<file path="config.mk">
export PLATFORM = sky130hd
export DESIGN_NAME = ibex_sram_arbiter_flat
export DESIGN_NICKNAME = d
export VERILOG_FILES = /design/src/rtl/ibex_sram_arbiter_if.sv /design/src/rtl/ibex_sram_arbiter.sv /design/src/flat_wrapper.sv
export SDC_FILE = /design/constraint.sdc
export NUM_CORES = 1
export LEC_CHECK = 0
export CORE_AREA = 5 5 95 97
export CTS_BUF_LIST = sky130_fd_sc_hd__clkbuf_4 sky130_fd_sc_hd__clkbuf_8 sky130_fd_sc_hd__clkbuf_16
export DETAILED_ROUTE_END_ITERATION = 7
export DIE_AREA = 0 0 100 102
export PLACE_DENSITY = 0.7
export SETUP_SLACK_MARGIN = 0.1
export SKIP_LAST_GASP = 1
export SYNTH_ARGS = -nofsm -noshare
export SYNTH_HDL_FRONTEND = slang
export SYNTH_SLANG_ARGS = --single-unit
</file>
<file path="constraint.sdc">
create_clock -name clk_sys -period 1.7 [get_ports clk_sys]
set_clock_uncertainty 0.15 [all_clocks]
set_input_delay 0.34 -clock clk_sys [delete_from_list [all_inputs] [get_ports clk_sys]]
set_output_delay 0.34 -clock clk_sys [all_outputs]
set_load 0.01 [all_outputs]
</file>
<file path="src/rtl/ibex_sram_arbiter_if.sv">
// Host-side and SRAM-side bus bundle for the two-host SRAM arbiter.
// slave = arbiter view, master = hosts + SRAM view.
interface ibex_sram_arbiter_if #(
    parameter int AddrW = 9
);
    logic             instr_req_i;
    logic [31:0]      instr_addr_i;
    logic             instr_gnt_o;
    logic             instr_rvalid_o;
    logic [31:0]      instr_rdata_o;
    logic             instr_err_o;

    logic             data_req_i;
    logic             data_we_i;
    logic [3:0]       data_be_i;
    logic [31:0]      data_addr_i;
    logic [31:0]      data_wdata_i;
    logic             data_gnt_o;
    logic             data_rvalid_o;
    logic [31:0]      data_rdata_o;
    logic             data_err_o;

    logic             mem_req_o;
    logic             mem_we_o;
    logic [3:0]       mem_be_o;
    logic [AddrW-1:0] mem_addr_o;
    logic [31:0]      mem_wdata_o;
    logic [31:0]      mem_rdata_i;

    modport slave (
        input  instr_req_i, instr_addr_i,
        output instr_gnt_o, instr_rvalid_o,
        output instr_rdata_o, instr_err_o,
        input  data_req_i, data_we_i, data_be_i,
        input  data_addr_i, data_wdata_i,
        output data_gnt_o, data_rvalid_o,
        output data_rdata_o, data_err_o,
        output mem_req_o, mem_we_o, mem_be_o,
        output mem_addr_o, mem_wdata_o,
        input  mem_rdata_i
    );

    modport master (
        output instr_req_i, instr_addr_i,
        input  instr_gnt_o, instr_rvalid_o,
        input  instr_rdata_o, instr_err_o,
        output data_req_i, data_we_i, data_be_i,
        output data_addr_i, data_wdata_i,
        input  data_gnt_o, data_rvalid_o,
        input  data_rdata_o, data_err_o,
        input  mem_req_o, mem_we_o, mem_be_o,
        input  mem_addr_o, mem_wdata_o,
        output mem_rdata_i
    );
endinterface

</file>
<file path="src/rtl/ibex_sram_arbiter.sv">
// Round-robin arbiter joining Ibex instr/data ports onto one ram_1p,
// with out-of-range decode error and a 1-deep overlapped response stage.
module ibex_sram_arbiter #(
    parameter int          MemSize  = 2048,
    parameter logic [31:0] MemStart = 32'h0000_0000
) (
    input logic           clk_sys,
    input logic           rst_sys_n,
    ibex_sram_arbiter_if.slave bus
);
    localparam int AddrW = $clog2(MemSize / 4);
    localparam logic [31:0] HiMask = ~(32'(MemSize) - 32'd1);

    typedef enum logic {
        HOST_I = 1'b0,
        HOST_D = 1'b1
    } host_e;

    host_e       last_q, last_d;
    host_e       own_q, own_d;
    logic        vld_q, vld_d;
    logic        err_q, err_d;
    logic        we_q, we_d;

    logic        any_req;
    logic        sel_d;
    logic        hit;
    logic [31:0] addr;
    logic        rd_ok;

    always_comb begin
        any_req = bus.instr_req_i | bus.data_req_i;
        // data wins unless instr also asks and data was served last
        sel_d   = bus.data_req_i &
                  (~bus.instr_req_i | (last_q == HOST_I));
        addr    = sel_d ? bus.data_addr_i : bus.instr_addr_i;
        hit     = ((addr & HiMask) == MemStart);

        bus.instr_gnt_o = any_req & ~sel_d;
        bus.data_gnt_o  = sel_d;

        bus.mem_req_o   = any_req & hit;
        bus.mem_we_o    = sel_d & bus.data_we_i;
        bus.mem_be_o    = sel_d ? bus.data_be_i : 4'hF;
        bus.mem_wdata_o = sel_d ? bus.data_wdata_i : 32'h0;
        bus.mem_addr_o  = addr[AddrW+1:2];

        last_d = last_q;
        own_d  = own_q;
        err_d  = err_q;
        we_d   = we_q;
        vld_d  = any_req;
        if (any_req) begin
            last_d = sel_d ? HOST_D : HOST_I;
            own_d  = sel_d ? HOST_D : HOST_I;
            err_d  = ~hit;
            we_d   = sel_d & bus.data_we_i;
        end
    end

    always_ff @(posedge clk_sys or negedge rst_sys_n) begin
        if (!rst_sys_n) begin
            last_q <= HOST_I;
            own_q  <= HOST_I;
            vld_q  <= 1'b0;
            err_q  <= 1'b0;
            we_q   <= 1'b0;
        end else begin
            last_q <= last_d;
            own_q  <= own_d;
            vld_q  <= vld_d;
            err_q  <= err_d;
            we_q   <= we_d;
        end
    end

    always_comb begin
        rd_ok = vld_q & ~err_q & ~we_q;

        bus.instr_rvalid_o = vld_q & (own_q == HOST_I);
        bus.instr_err_o    = bus.instr_rvalid_o & err_q;
        bus.instr_rdata_o  = (rd_ok && own_q == HOST_I) ?
                             bus.mem_rdata_i : 32'h0;

        bus.data_rvalid_o  = vld_q & (own_q == HOST_D);
        bus.data_err_o     = bus.data_rvalid_o & err_q;
        bus.data_rdata_o   = (rd_ok && own_q == HOST_D) ?
                             bus.mem_rdata_i : 32'h0;
    end
endmodule

</file>
<file path="src/flat_wrapper.sv">
// flat-port wrapper written by rule: the top's interface ports become plain ports
module ibex_sram_arbiter_flat 
#(
    parameter int          MemSize  = 2048,
    parameter logic [31:0] MemStart = 32'h0000_0000
)
  (clk_sys, rst_sys_n, bus_instr_req_i, bus_instr_addr_i, bus_instr_gnt_o, bus_instr_rvalid_o, bus_instr_rdata_o, bus_instr_err_o, bus_data_req_i, bus_data_we_i, bus_data_be_i, bus_data_addr_i, bus_data_wdata_i, bus_data_gnt_o, bus_data_rvalid_o, bus_data_rdata_o, bus_data_err_o, bus_mem_req_o, bus_mem_we_o, bus_mem_be_o, bus_mem_addr_o, bus_mem_wdata_o, bus_mem_rdata_i);
  ibex_sram_arbiter_if #(.AddrW(9)) bus_i ();
  input logic clk_sys;
  input logic rst_sys_n;
  input wire logic [$bits(bus_i.instr_req_i)-1:0] bus_instr_req_i;
  input wire logic [$bits(bus_i.instr_addr_i)-1:0] bus_instr_addr_i;
  output wire logic [$bits(bus_i.instr_gnt_o)-1:0] bus_instr_gnt_o;
  output wire logic [$bits(bus_i.instr_rvalid_o)-1:0] bus_instr_rvalid_o;
  output wire logic [$bits(bus_i.instr_rdata_o)-1:0] bus_instr_rdata_o;
  output wire logic [$bits(bus_i.instr_err_o)-1:0] bus_instr_err_o;
  input wire logic [$bits(bus_i.data_req_i)-1:0] bus_data_req_i;
  input wire logic [$bits(bus_i.data_we_i)-1:0] bus_data_we_i;
  input wire logic [$bits(bus_i.data_be_i)-1:0] bus_data_be_i;
  input wire logic [$bits(bus_i.data_addr_i)-1:0] bus_data_addr_i;
  input wire logic [$bits(bus_i.data_wdata_i)-1:0] bus_data_wdata_i;
  output wire logic [$bits(bus_i.data_gnt_o)-1:0] bus_data_gnt_o;
  output wire logic [$bits(bus_i.data_rvalid_o)-1:0] bus_data_rvalid_o;
  output wire logic [$bits(bus_i.data_rdata_o)-1:0] bus_data_rdata_o;
  output wire logic [$bits(bus_i.data_err_o)-1:0] bus_data_err_o;
  output wire logic [$bits(bus_i.mem_req_o)-1:0] bus_mem_req_o;
  output wire logic [$bits(bus_i.mem_we_o)-1:0] bus_mem_we_o;
  output wire logic [$bits(bus_i.mem_be_o)-1:0] bus_mem_be_o;
  output wire logic [$bits(bus_i.mem_addr_o)-1:0] bus_mem_addr_o;
  output wire logic [$bits(bus_i.mem_wdata_o)-1:0] bus_mem_wdata_o;
  input wire logic [$bits(bus_i.mem_rdata_i)-1:0] bus_mem_rdata_i;
  assign bus_i.instr_req_i = bus_instr_req_i;
  assign bus_i.instr_addr_i = bus_instr_addr_i;
  assign bus_instr_gnt_o = bus_i.instr_gnt_o;
  assign bus_instr_rvalid_o = bus_i.instr_rvalid_o;
  assign bus_instr_rdata_o = bus_i.instr_rdata_o;
  assign bus_instr_err_o = bus_i.instr_err_o;
  assign bus_i.data_req_i = bus_data_req_i;
  assign bus_i.data_we_i = bus_data_we_i;
  assign bus_i.data_be_i = bus_data_be_i;
  assign bus_i.data_addr_i = bus_data_addr_i;
  assign bus_i.data_wdata_i = bus_data_wdata_i;
  assign bus_data_gnt_o = bus_i.data_gnt_o;
  assign bus_data_rvalid_o = bus_i.data_rvalid_o;
  assign bus_data_rdata_o = bus_i.data_rdata_o;
  assign bus_data_err_o = bus_i.data_err_o;
  assign bus_mem_req_o = bus_i.mem_req_o;
  assign bus_mem_we_o = bus_i.mem_we_o;
  assign bus_mem_be_o = bus_i.mem_be_o;
  assign bus_mem_addr_o = bus_i.mem_addr_o;
  assign bus_mem_wdata_o = bus_i.mem_wdata_o;
  assign bus_i.mem_rdata_i = bus_mem_rdata_i;
  ibex_sram_arbiter #(.MemSize(MemSize), .MemStart(MemStart)) u_core (.clk_sys(clk_sys), .rst_sys_n(rst_sys_n), .bus(bus_i));
endmodule
</file>
==> results.sh <==
export IMPL_yosys_warnings=0
export IMPL_async_flop_share=1.00
export IMPL_drive_gt1_frac=0.597
export IMPL_netlist_area_sq_um=1110
export IMPL_cp_start_kind="flop"
export IMPL_placed_area_sq_um=3930
export IMPL_syn_nets=295
export IMPL_cp_required_ns=1.21
export IMPL_met2_usage=0.309
export IMPL_wl_per_cell_um=16.9
export IMPL_status="finished with violations"
export IMPL_drt_iter0_markers=22
export IMPL_hpwlAfterDp_mm=7.10
export IMPL_yosysMostFrequentCell="and2_1"
export IMPL_row_count=33
export IMPL_hp_class="in -> async"
export IMPL_htreeDepth=1
export IMPL_violations="negative setup slack"
export IMPL_areaGrowthSynthToFinish_pct=328
export IMPL_grt_start_max_net_pins=17
export IMPL_post_place_ws_ns=-1.05
export IMPL_overflow=0
export IMPL_die_height_um=102
export IMPL_ys_ff_latch=4
export IMPL_drt_pass1_iterations=4
export IMPL_cp_max_fo=6
export IMPL_initial_core_util=0.138
export IMPL_vias=2319
export IMPL_slew_viol_final=0
export IMPL_tightest_slew_ns=0.266
export IMPL_p_leak_uw=0.00233
export IMPL_design_area_sq_um=4750
export IMPL_diodes=0
export IMPL_period_share=1.30
export IMPL_clk_latency_ns=0.22
export IMPL_ant_nets=0
export IMPL_cap_violations=0
export IMPL_cp_end_kind="primary output"
export IMPL_synth_edff_count=0
export IMPL_grt_first_pass_wirelength_mm=12.2
export IMPL_met3_usage=0.0580
export IMPL_synthCells=158
export IMPL_fmax_ghz=0.452
export IMPL_setup_ws_ns=-0.511
export IMPL_avgViaCountPerCell=4.13
export IMPL_grt_pass1_vias=2412
export IMPL_grtUsageTotal=0.153
export IMPL_ys_seq_area_frac=0.0902
export IMPL_netlist_top_cells_count="100 x and2_1, 9 x clkbuf_1, 9 x mux2_2"
export IMPL_cp_data_arrival_time_ns=1.72
export IMPL_busiest_layer="met2"
export IMPL_ir_worst_vdd_uv=230
export IMPL_cts_buffer_depth=2
export IMPL_setup_viol=114
export IMPL_core_area_sq_um=8050
export IMPL_die_area_sq_um=10200
export IMPL_root_buffer="clkbuf_8"
export IMPL_die_w_um=100
export IMPL_period_minus_slack_ns=2.21
export IMPL_io_pins=254
export IMPL_critPathKind="reg -> out"
export IMPL_powerDensity_nw_per_um2=325
export IMPL_path_clk_slew_ns=0.03
export IMPL_wl_mm=9.52
export IMPL_drc=0
export IMPL_num_fill_cells=688
export IMPL_cts_buffers=3
export IMPL_post_synth_top_area_cell="and2_1"
export IMPL_hold_viol=0
export IMPL_fin_nets=596
export IMPL_cts_sinks=4
export IMPL_met1_usage=0.145
export IMPL_rsz0062_at_grt="true"
export IMPL_port_buffers=249
export IMPL_yosysTopAreaCellShare=0.564
export IMPL_slew_headroom=0.823
export IMPL_ys_flop_type="dfrtp_1"
export IMPL_antenna_found_initial=0
export IMPL_synthTopCellsByArea="and2_1 56%, mux2_2 9.1%, dfrtp_1 9.0%"
export IMPL_cts_tree="done"
export IMPL_gp_congestion=0.842
export IMPL_avgSynthCellArea_sq_um=7.02
export IMPL_synth_distinct_cells=23
[per-layer routing]
| layer | vias up | wire, um |
|---|---|---|
| met1 | 1042 | 2980 |
| met3 | 10 | 988 |
| met5 | - | 0 |
| met4 | 0 | 104 |
| li1 | 1111 | - |
| met2 | 156 | 5450 |
[worst paths after layout]
path	endpoint	from	slack, ns	cells after the start
worst min register to register	u_core.we_q	u_core.we_q	0.48	1
min in group clk_sys	u_core.own_q	bus_instr_req_i	0.48	3
worst max register to register	u_core.err_q	u_core.own_q	-0.12	7
max in group asynchronous	u_core.err_q	rst_sys_n	1.05	1
worst max-delay path	bus_data_rdata_o[7]	u_core.own_q	-0.51	8
worst min-delay path	u_core.we_q	rst_sys_n	0.17	1
[through the flow]
step           hold slack [ns]  instances  utilization  power, uW  setup TNS, ns
2_1_floorplan           -0.106        158            -        376              0
3_3_place_gp             0.405        517        0.488       1020         -73.04
3_5_place_dp             0.404        517        0.488       1030         -75.43
4_1_cts                  0.174        551        0.493       1310         -45.70
5_1_grt                  0.195        562        0.589       1620         -52.05
6_report                 0.175        562        0.589       1540         -43.76
[final cells by class]
| cell class | count | area (sq um) | share of cell area |
|---|---|---|---|
| inverter | 1 | 3.75 | 0.000791 |
| timing repair buffer | 307 | 3200 | 0.674 |
| clock buffer | 3 | 41.3 | 0.00870 |
| tap | 105 | 131 | 0.0277 |
| multi-input combinational | 142 | 1270 | 0.267 |
| sequential | 4 | 103 | 0.0216 |
[worst max-delay path: stages (launching register included)]
cell     delay, ns
dfrtp_2       0.40
buf_4         0.13
and2_4        0.15
nor3b_4       0.16
buf_16        0.14
buf_8         0.13
buf_4         0.12
and2_1        0.14
buf_2         0.13
[timing repair]
action / 4_1_cts / 5_1_grt
pin swaps: 16 / 66
buffers inserted: 29 / 8
hold buffers: 0 / 0
setup endpoints to repair: 119 / 119
resized for setup: 524 / 177
gates cloned: 3 / 4
[placed cells by master (no fill, tap or decap), drive strengths merged]
cell / instances
buf: 170
clkdlybuf4s50: 109
and2: 100
dlygate4sd2: 14
mux2: 9
dlymetal6s2s: 9
nor4: 8
clkbuf: 7
nor2: 5
nand2b: 4
dfrtp: 4
nor3b: 2
nand4: 2
nor3: 2
a21oi: 2
a21boi: 1
nor2b: 1
inv: 1
nand2: 1
or3: 1
and4: 1
and3: 1
a21o: 1
a31o: 1
clkdlybuf4s15: 1
[power breakdown]
group          switching [uW]  internal, uW  leakage, uW
sequential               10.5           105    0.0000431
clock                    52.0           151    0.0000216
combinational             389           833      0.00227
total                     451          1090      0.00233
[registers in the layout (all words and copies together) (netlist names)]
name / flops
u_core.err_q: 1
u_core.own_q: 1
u_core.vld_q: 1
u_core.we_q: 1
[cell families after synthesis]
| family | share of synthesized area |
|---|---|
| compound gates | 0.0338 |
| flops | 0.0902 |
| simple gates | 0.742 |
| buf+inv | 0.0428 |
| mux | 0.0913 |
No activity file was read; power rests on OpenSTA's default activity.
